## config.mk

```make
export PLATFORM = sky130hd
export DESIGN_NAME = piso_tx
export DESIGN_NICKNAME = d
export VERILOG_FILES = /design/src/rtl/piso_tx.sv
export SDC_FILE = /design/constraint.sdc
export NUM_CORES = 1
export LEC_CHECK = 0
export ABC_CLOCK_PERIOD_IN_PS = 2440
export BUFFER_PORTS_ARGS = -buffer_cell sky130_fd_sc_hd__buf_4
export CAP_MARGIN = 20
export CORE_UTILIZATION = 60
export CTS_BUF_LIST = sky130_fd_sc_hd__clkbuf_4 sky130_fd_sc_hd__clkbuf_8
export CTS_CLUSTER_SIZE = 30
export DETAILED_ROUTE_END_ITERATION = 8
export GPL_TIMING_DRIVEN = 0
export PLACE_DENSITY = 0.82
export SYNTH_ARGS = -nofsm -noshare
export SYNTH_HDL_FRONTEND = slang
export SYNTH_SLANG_ARGS = --single-unit
```

## constraint.sdc

```tcl
create_clock -name clk -period 2.44 [get_ports clk]
set_input_delay 0.488 -clock clk [delete_from_list [all_inputs] [get_ports clk]]
set_output_delay 0.488 -clock clk [all_outputs]
set_load 0.02 [all_outputs]
```

## src/rtl/piso_tx.sv

```systemverilog
// ---------------------------------------------------------------------------
// piso_tx -- parallel-in serial-out frame transmitter
//
// Accepts a WIDTH-bit word over a valid/ready handshake and sends it on a
// single line as: start bit (0), data bits LSB first, stop bit (1). Every
// bit is held for DIV clocks.
//
// Ports:
//   clk         system clock, rising edge
//   reset       asynchronous active-high reset
//   din         parallel word, sampled only on an accepting edge
//   load_valid  producer offers a word on din
//   load_ready  block can accept a word (inverse of busy)
//   sout        registered serial line, idles high
//   busy        registered, high while a frame is in progress
//   done        registered one-clock pulse at frame completion
// ---------------------------------------------------------------------------
module piso_tx #(
    parameter int WIDTH = 4,   // data bits per frame, 1..16
    parameter int DIV   = 4    // clocks per serial bit, 1..255
) (
    input  logic             clk,
    input  logic             reset,
    input  logic [WIDTH-1:0] din,
    input  logic             load_valid,
    output logic             load_ready,
    output logic             sout,
    output logic             busy,
    output logic             done
);

    typedef enum logic [1:0] {IDLE, START, DATA, STOP} state_t;

    localparam logic [7:0] DIV_LAST = 8'(DIV - 1);
    localparam logic [3:0] BIT_LAST = 4'(WIDTH - 1);

    state_t           state_reg, state_next;
    logic [WIDTH-1:0] shift_reg, shift_next;
    logic [3:0]       bit_cnt_reg, bit_cnt_next;
    logic [7:0]       div_cnt_reg, div_cnt_next;
    logic             sout_reg, sout_next;
    logic             busy_reg, busy_next;
    logic             done_reg, done_next;

    logic             at_boundary;
    logic [WIDTH-1:0] shifted;

    // With DIV=1 DIV_LAST is 0, so every clock is a boundary and the
    // divider wraps to 0 instead of counting.
    assign at_boundary = (div_cnt_reg == DIV_LAST);
    // Shifting through a temporary keeps the "next bit" select legal even
    // when WIDTH is 1.
    assign shifted     = shift_reg >> 1;

    assign load_ready = ~busy_reg;
    assign sout       = sout_reg;
    assign busy       = busy_reg;
    assign done       = done_reg;

    always_ff @(posedge clk or posedge reset) begin
        if (reset) begin
            state_reg   <= IDLE;
            shift_reg   <= '0;
            bit_cnt_reg <= '0;
            div_cnt_reg <= '0;
            sout_reg    <= 1'b1;
            busy_reg    <= 1'b0;
            done_reg    <= 1'b0;
        end else begin
            state_reg   <= state_next;
            shift_reg   <= shift_next;
            bit_cnt_reg <= bit_cnt_next;
            div_cnt_reg <= div_cnt_next;
            sout_reg    <= sout_next;
            busy_reg    <= busy_next;
            done_reg    <= done_next;
        end
    end

    always_comb begin
        state_next   = state_reg;
        shift_next   = shift_reg;
        bit_cnt_next = bit_cnt_reg;
        div_cnt_next = div_cnt_reg;
        sout_next    = sout_reg;
        busy_next    = busy_reg;
        done_next    = 1'b0;

        if (state_reg != IDLE) begin
            div_cnt_next = at_boundary ? 8'd0 : div_cnt_reg + 8'd1;
        end

        case (state_reg)
            IDLE: begin
                // The start bit goes out on the accepting edge itself.
                if (load_valid && load_ready) begin
                    shift_next   = din;
                    state_next   = START;
                    busy_next    = 1'b1;
                    sout_next    = 1'b0;
                    div_cnt_next = 8'd0;
                end
            end
            START: begin
                if (at_boundary) begin
                    sout_next    = shift_reg[0];
                    state_next   = DATA;
                    bit_cnt_next = 4'd0;
                end
            end
            DATA: begin
                if (at_boundary) begin
                    if (bit_cnt_reg < BIT_LAST) begin
                        shift_next   = shifted;
                        sout_next    = shifted[0];
                        bit_cnt_next = bit_cnt_reg + 4'd1;
                    end else begin
                        sout_next  = 1'b1;
                        state_next = STOP;
                    end
                end
            end
            STOP: begin
                if (at_boundary) begin
                    state_next = IDLE;
                    busy_next  = 1'b0;
                    done_next  = 1'b1;
                end
            end
            default: begin
                state_next = IDLE;
            end
        endcase
    end

endmodule

```

==> out/qor.txt, run 1 <==
# IOs: 11
TritonCTS clock tree: yes
Post-CTS Setup Bufs: 0
DR vias/cell: 5.86
final non-filler cell total: 151
synth warn: 0
sequential share of power: 65.0%
layout cell share with drive strength beyond 1: 21.4%
Static Leak: 0.629 nW
Max-Cap Viols: 0
first-pass GRT wire length: 3530 um
Area after DPL: 1260 um2
Yosys top cell by area: dfrtp_1
async set or reset register ratio after synthesis: 100%
status: finished clean
drt pass-1 iters: 4
Cells after DPL: 147
Setup Crit Path Kind: reg2reg
Int Pwr: 0.423 mW
Final Cycle Share: 87.5%
total global routing overflow: 0
Crit Path Max Fanout: 7
Setup Skew: 9.65 ps
unrepaired setup endpoints after global routing: no
crit path launch type: flop
area of the die: 2100 um2
Hold Fails Final Rpt: 0
combinational power share: 3.7%
max reg flops: 8
WHS: 301 ps
Clock power frac: 31.3%
WP data arrival: 2340 ps
dpl ws: 316 ps
Core Util, Final: 73.0%
num rows: 15
switch share: 21.8%
initial antenna violation count: 0
setup slack after layout: 305 ps
IO buf count: 10
DR WL/cell: 14.4 um
Tot Pwr: 0.541 mW
min-delay worst type: in2async
Synth cell types: 37
Critical Path RT: 2650 ps
Num CTS Buffers: 3
fin. max-slew vios: 0
endpoints failing setup: 0
Tmin final: 2130 ps
Design Area, Final: 1290 um2
main flop type after synthesis: dfrtp_1
starting density of the core: 65.3%
Worst-path clk slew: 120 ps
hold buffers post-CTS: 0
Via Count: 885
vias in the first global route: 806
flops & latches, synth: 21
routed wire length: 2170 um
syn_nets: 125
root buffer cell: clkbuf_4
Synth top area share: 43.4%
Antenna Nets Post-Route: 0
Max clock buf depth: 2
DP Wirelength: 1620 um
Setup TNS Final: 0 ps
sequential fraction of the synthesis area: 45.7%
H-tree levels: 1
Layout area overhead: 11.8%
Worst Tran Pin Value: 761 ps
Area contributors post-synth: dfrtp_1, mux2_2, ha_1, o21ai_0, a22o_1
Fmax: 468 MHz
Post-synth EDFFs: 0
commonest non-fill, non-tap cell in the layout: dfrtp_1
DRC: 0
Clk Latency, worst-skew pair: 310 ps
Crit. End Element: flop
post-synthesis average cell area: 10.3 um2
CTS resizes: 0
R2R cell count: 4
Reg-to-Reg Start: div_cnt_reg[2]$_DFF_PP0_
die height: 45.8 um
PD cells: 420 nW/um2
P_sw: 0.118 mW
DR iter-0 viols: 21
synthesized area: 1150 um2
RD Place Congestion: 0.814
Sink Count: 21
Die Span X: 45.8 um
Layout Nets: 140
synthesized instance count: 112
max_slew headroom: 49.2%
worst ir drop on vdd: 0.373 mV
most frequent cells in the layout: dfrtp_1, o21ai_0, nand2_1, buf_4, mux2_2
Total GRT Usage: 24.0%
# diodes: 0
Core ar.: 1760 um2
CP startpoint: div_cnt_reg[2]$_DFF_PP0_
largest net degree at the start of global routing: 22
-- Yosys cell counts (2+ instances only) --
master / number
clkbuf_1: 2
a22o_1: 5
inv_1: 7
o21a_1: 2
dfrtp_1: 20
a21oi_1: 4
mux2_2: 8
o21ai_0: 12
nand2_1: 11
nor2_1: 7
ha_1: 6
nand3_1: 2
or3_1: 2
-- power groups by stage --
stage,sequential [mW],combinational [mW],clock [mW]
2_1_floorplan,0.358,0.0105,0
3_3_place_gp,0.358,0.0198,0
3_5_place_dp,0.359,0.0207,0
4_1_cts,0.352,0.0209,0.179
5_1_grt,0.352,0.0227,0.190
6_report,0.352,0.0198,0.170
-- layout make-up --
type | instances | area (um2)
buffer | 2 | 7.51
clock buffer | 3 | 22.5
clock inverter | 1 | 7.51
fill | 136 | 475
inverter | 7 | 26.3
multi-input combinational | 82 | 592
sequential | 21 | 527
tap | 25 | 31.3
timing repair buffer | 10 | 75.1
-- worst max-delay path, cell delays in order (launching register included) --
cell,delay [ps]
dfrtp_1,460
or4_4,530
nor4b_4,370
a41oi_1,310
mux2_2,360
-- per-layer routing --
layer / routed length [um] / global-route usage (%)
met5: 0 / 0
met3: 97 / 7.14
met4: 21 / 5.88
met1: 1010 / 31.6
met2: 1040 / 38.9
-- logic make-up after synthesis --
logic type	synth area share (%)
multiplexers	7.82
XOR/XNOR	0.760
AND/OR/NAND/NOR	17.6
flip-flops	45.7
adder cells (fa/ha/maj)	6.51
AO/OA/AOI/OAI	18.7
buffers and inverters	2.93
-- final timing paths --
check,endpoint,slack [ps]
min reg2reg,shift_reg[3]$_DFFE_PP0P_,510
min in group clk,shift_reg[3]$_DFFE_PP0P_,440
min,bit_cnt_reg[3]$_DFFE_PP0P_,300
max,shift_reg[1]$_DFFE_PP0P_,310
max in group asynchronous,div_cnt_reg[4]$_DFF_PP0_,1660
max reg2reg,shift_reg[1]$_DFFE_PP0P_,310
Power figures use the tool's default switching activity.
==> inputs of run 2 (changes only) <==
Settings changed: ABC_CLOCK_PERIOD_IN_PS 2440 to 2300, MAX_ROUTING_LAYER set to met4.
Clock period 2.44 ns to 2.3 ns, I/O delays scaled along.
==> run 2 against run 1 <==
Net effect:
- worst setup slack worse by 140 ps
- cell count stayed put
- register-to-register slack worse by 140 ps
- combinational power is 6% higher
- sequential power is 6.0% higher
- critical path depth stayed put
- largest power group unchanged
==> out/qor.txt, run 2 (synthesis results as in run 1) <==
R2R cell count: 4 (unchanged)
Max-Cap Viols: 0 (unchanged)
# IOs: 11 (unchanged)
Antenna Nets Post-Route: 0 (unchanged)
Total GRT Usage: 24.7% (was 24.0%)
starting density of the core: 65.3% (unchanged)
root buffer cell: clkbuf_4 (unchanged)
total global routing overflow: 0 (unchanged)
vias in the first global route: 805 (was 806)
DR iter-0 viols: 24 (was 21)
Via Count: 884 (was 885)
Static Leak: 0.629 nW (unchanged)
die height: 45.8 um (unchanged)
Worst Tran Pin Value: 762 ps (was 761 ps)
DR WL/cell: 14.3 um (was 14.4 um)
RD Place Congestion: 0.826 (was 0.814)
Hold Fails Final Rpt: 0 (unchanged)
setup slack after layout: 167 ps (was 305 ps)
crit path launch type: flop (unchanged)
status: finished clean (unchanged)
register cell area after layout: 527 um2 (unchanged)
Die Span X: 45.8 um (unchanged)
max_slew headroom: 49.1% (was 49.2%)
first-pass GRT wire length: 3530 um (about the same)
Core Util, Final: 73.0% (unchanged)
Critical Path RT: 2510 ps (was 2650 ps)
Worst-path clk slew: 120 ps (about the same)
unrepaired setup endpoints after global routing: no (unchanged)
# diodes: 0 (unchanged)
DP Wirelength: 1620 um (unchanged)
Clk Latency, worst-skew pair: 310 ps (about the same)
DRC: 0 (unchanged)
num rows: 15 (unchanged)
Crit Reg-Reg Endpoint: shift_reg[1]$_DFFE_PP0P_ (unchanged)
Tmin final: 2130 ps (about the same)
Core ar.: 1760 um2 (unchanged)
Post-CTS Setup Bufs: 0 (unchanged)
most frequent cells in the layout: dfrtp_1, o21ai_0, nand2_1, buf_4, mux2_2 (unchanged)
Num CTS Buffers: 3 (unchanged)
Layout Nets: 140 (unchanged)
TritonCTS clock tree: yes (unchanged)
commonest non-fill, non-tap cell in the layout: dfrtp_1 (unchanged)
area of the die: 2100 um2 (unchanged)
layout cell share with drive strength beyond 1: 21.4% (unchanged)
IO buf count: 10 (unchanged)
min-delay worst type: in2async (unchanged)
Setup TNS Final: 0 ps (unchanged)
Reg-to-Reg Start: div_cnt_reg[2]$_DFF_PP0_ (unchanged)
routed wire length: 2160 um (was 2170 um)
endpoints failing setup: 0 (unchanged)
Crit. End Element: flop (unchanged)
Max clock buf depth: 2 (unchanged)
area occupied by multi-input gates: 592 um2 (unchanged)
PD cells: 446 nW/um2 (was 420 nW/um2)
Layout area overhead: 11.8% (unchanged)
CTS resizes: 0 (unchanged)
Crit Path Max Fanout: 7 (unchanged)
largest net degree at the start of global routing: 22 (unchanged)
fillcell total: 136 (unchanged)
Setup Crit Path Kind: reg2reg (unchanged)
Fmax: 469 MHz (was 468 MHz)
final non-filler cell total: 151 (unchanged)
drt pass-1 iters: 4 (unchanged)
WP data arrival: 2340 ps (about the same)
initial antenna violation count: 0 (unchanged)
Reg2Reg Setup Slack: 170 ps (was 310 ps)
Cells after DPL: 147 (unchanged)
worst ir drop on vdd: 0.396 mV (was 0.373 mV)
dpl ws: 176 ps (was 316 ps)
Sink Count: 21 (unchanged)
Setup Skew: 9.28 ps (was 9.65 ps)
hold buffers post-CTS: 0 (unchanged)
DR vias/cell: 5.85 (was 5.86)
fin. max-slew vios: 0 (unchanged)
max reg flops: 8 (unchanged)
H-tree levels: 1 (unchanged)
Final Cycle Share: 92.7% (was 87.5%)
run 2: cell counts in the layout (fill, tap and decap cells not counted):
No cell type changed its count.
run 2: critical path, cell delays in order, from the launching register on:
cell and delay [ps]:
dfrtp_1 460, or4_4 530, nor4b_4 370, a41oi_1 310
mux2_2 360
run 2: per-layer routing:
metal / share of wire (%) / GRT usage, % / up-vias
li1: - / - / 444
met2: 48 / 39.1 / 17
met1: 47 / 31.1 / 419
met3: 4.5 / 7.14 / 4
met5: 0 / - / -
met4: 0.97 / 5.88 / 0
run 2: worst max path at each step:
stage | end | from
2_1_floorplan | sout$_DFFE_PP1P_ | div_cnt_reg[2]$_DFF_PP0_
3_3_place_gp | shift_reg[2]$_DFFE_PP0P_ | div_cnt_reg[6]$_DFF_PP0_
3_5_place_dp | shift_reg[1]$_DFFE_PP0P_ | div_cnt_reg[6]$_DFF_PP0_
4_1_cts | shift_reg[1]$_DFFE_PP0P_ | div_cnt_reg[2]$_DFF_PP0_
5_1_grt | shift_reg[1]$_DFFE_PP0P_ | div_cnt_reg[2]$_DFF_PP0_
6_report | shift_reg[1]$_DFFE_PP0P_ | div_cnt_reg[2]$_DFF_PP0_
run 2: cell type report:
type | instances | area share, %
multi-input combinational | 82 | 45.9
sequential | 21 | 40.9
timing repair buffer | 10 | 5.83
tap | 25 | 2.43
inverter | 7 | 2.04
clock buffer | 3 | 1.75
clock inverter | 1 | 0.583
buffer | 2 | 0.583
run 2: power breakdown:
part,total (mW),internal [mW],switching [mW]
clock,0.180,0.0664,0.114
combinational,0.0210,0.0107,0.0103
sequential,0.373,0.372,0.00145
total,0.574,0.449,0.125
run 2: stage by stage:
stage	area (um2)	power, mW	hold slack (ps)
2_1_floorplan	1150	0.391	436
3_3_place_gp	1260	0.401	468
3_5_place_dp	1260	0.402	481
4_1_cts	1290	0.585	302
5_1_grt	1290	0.599	334
6_report	1290	0.574	274
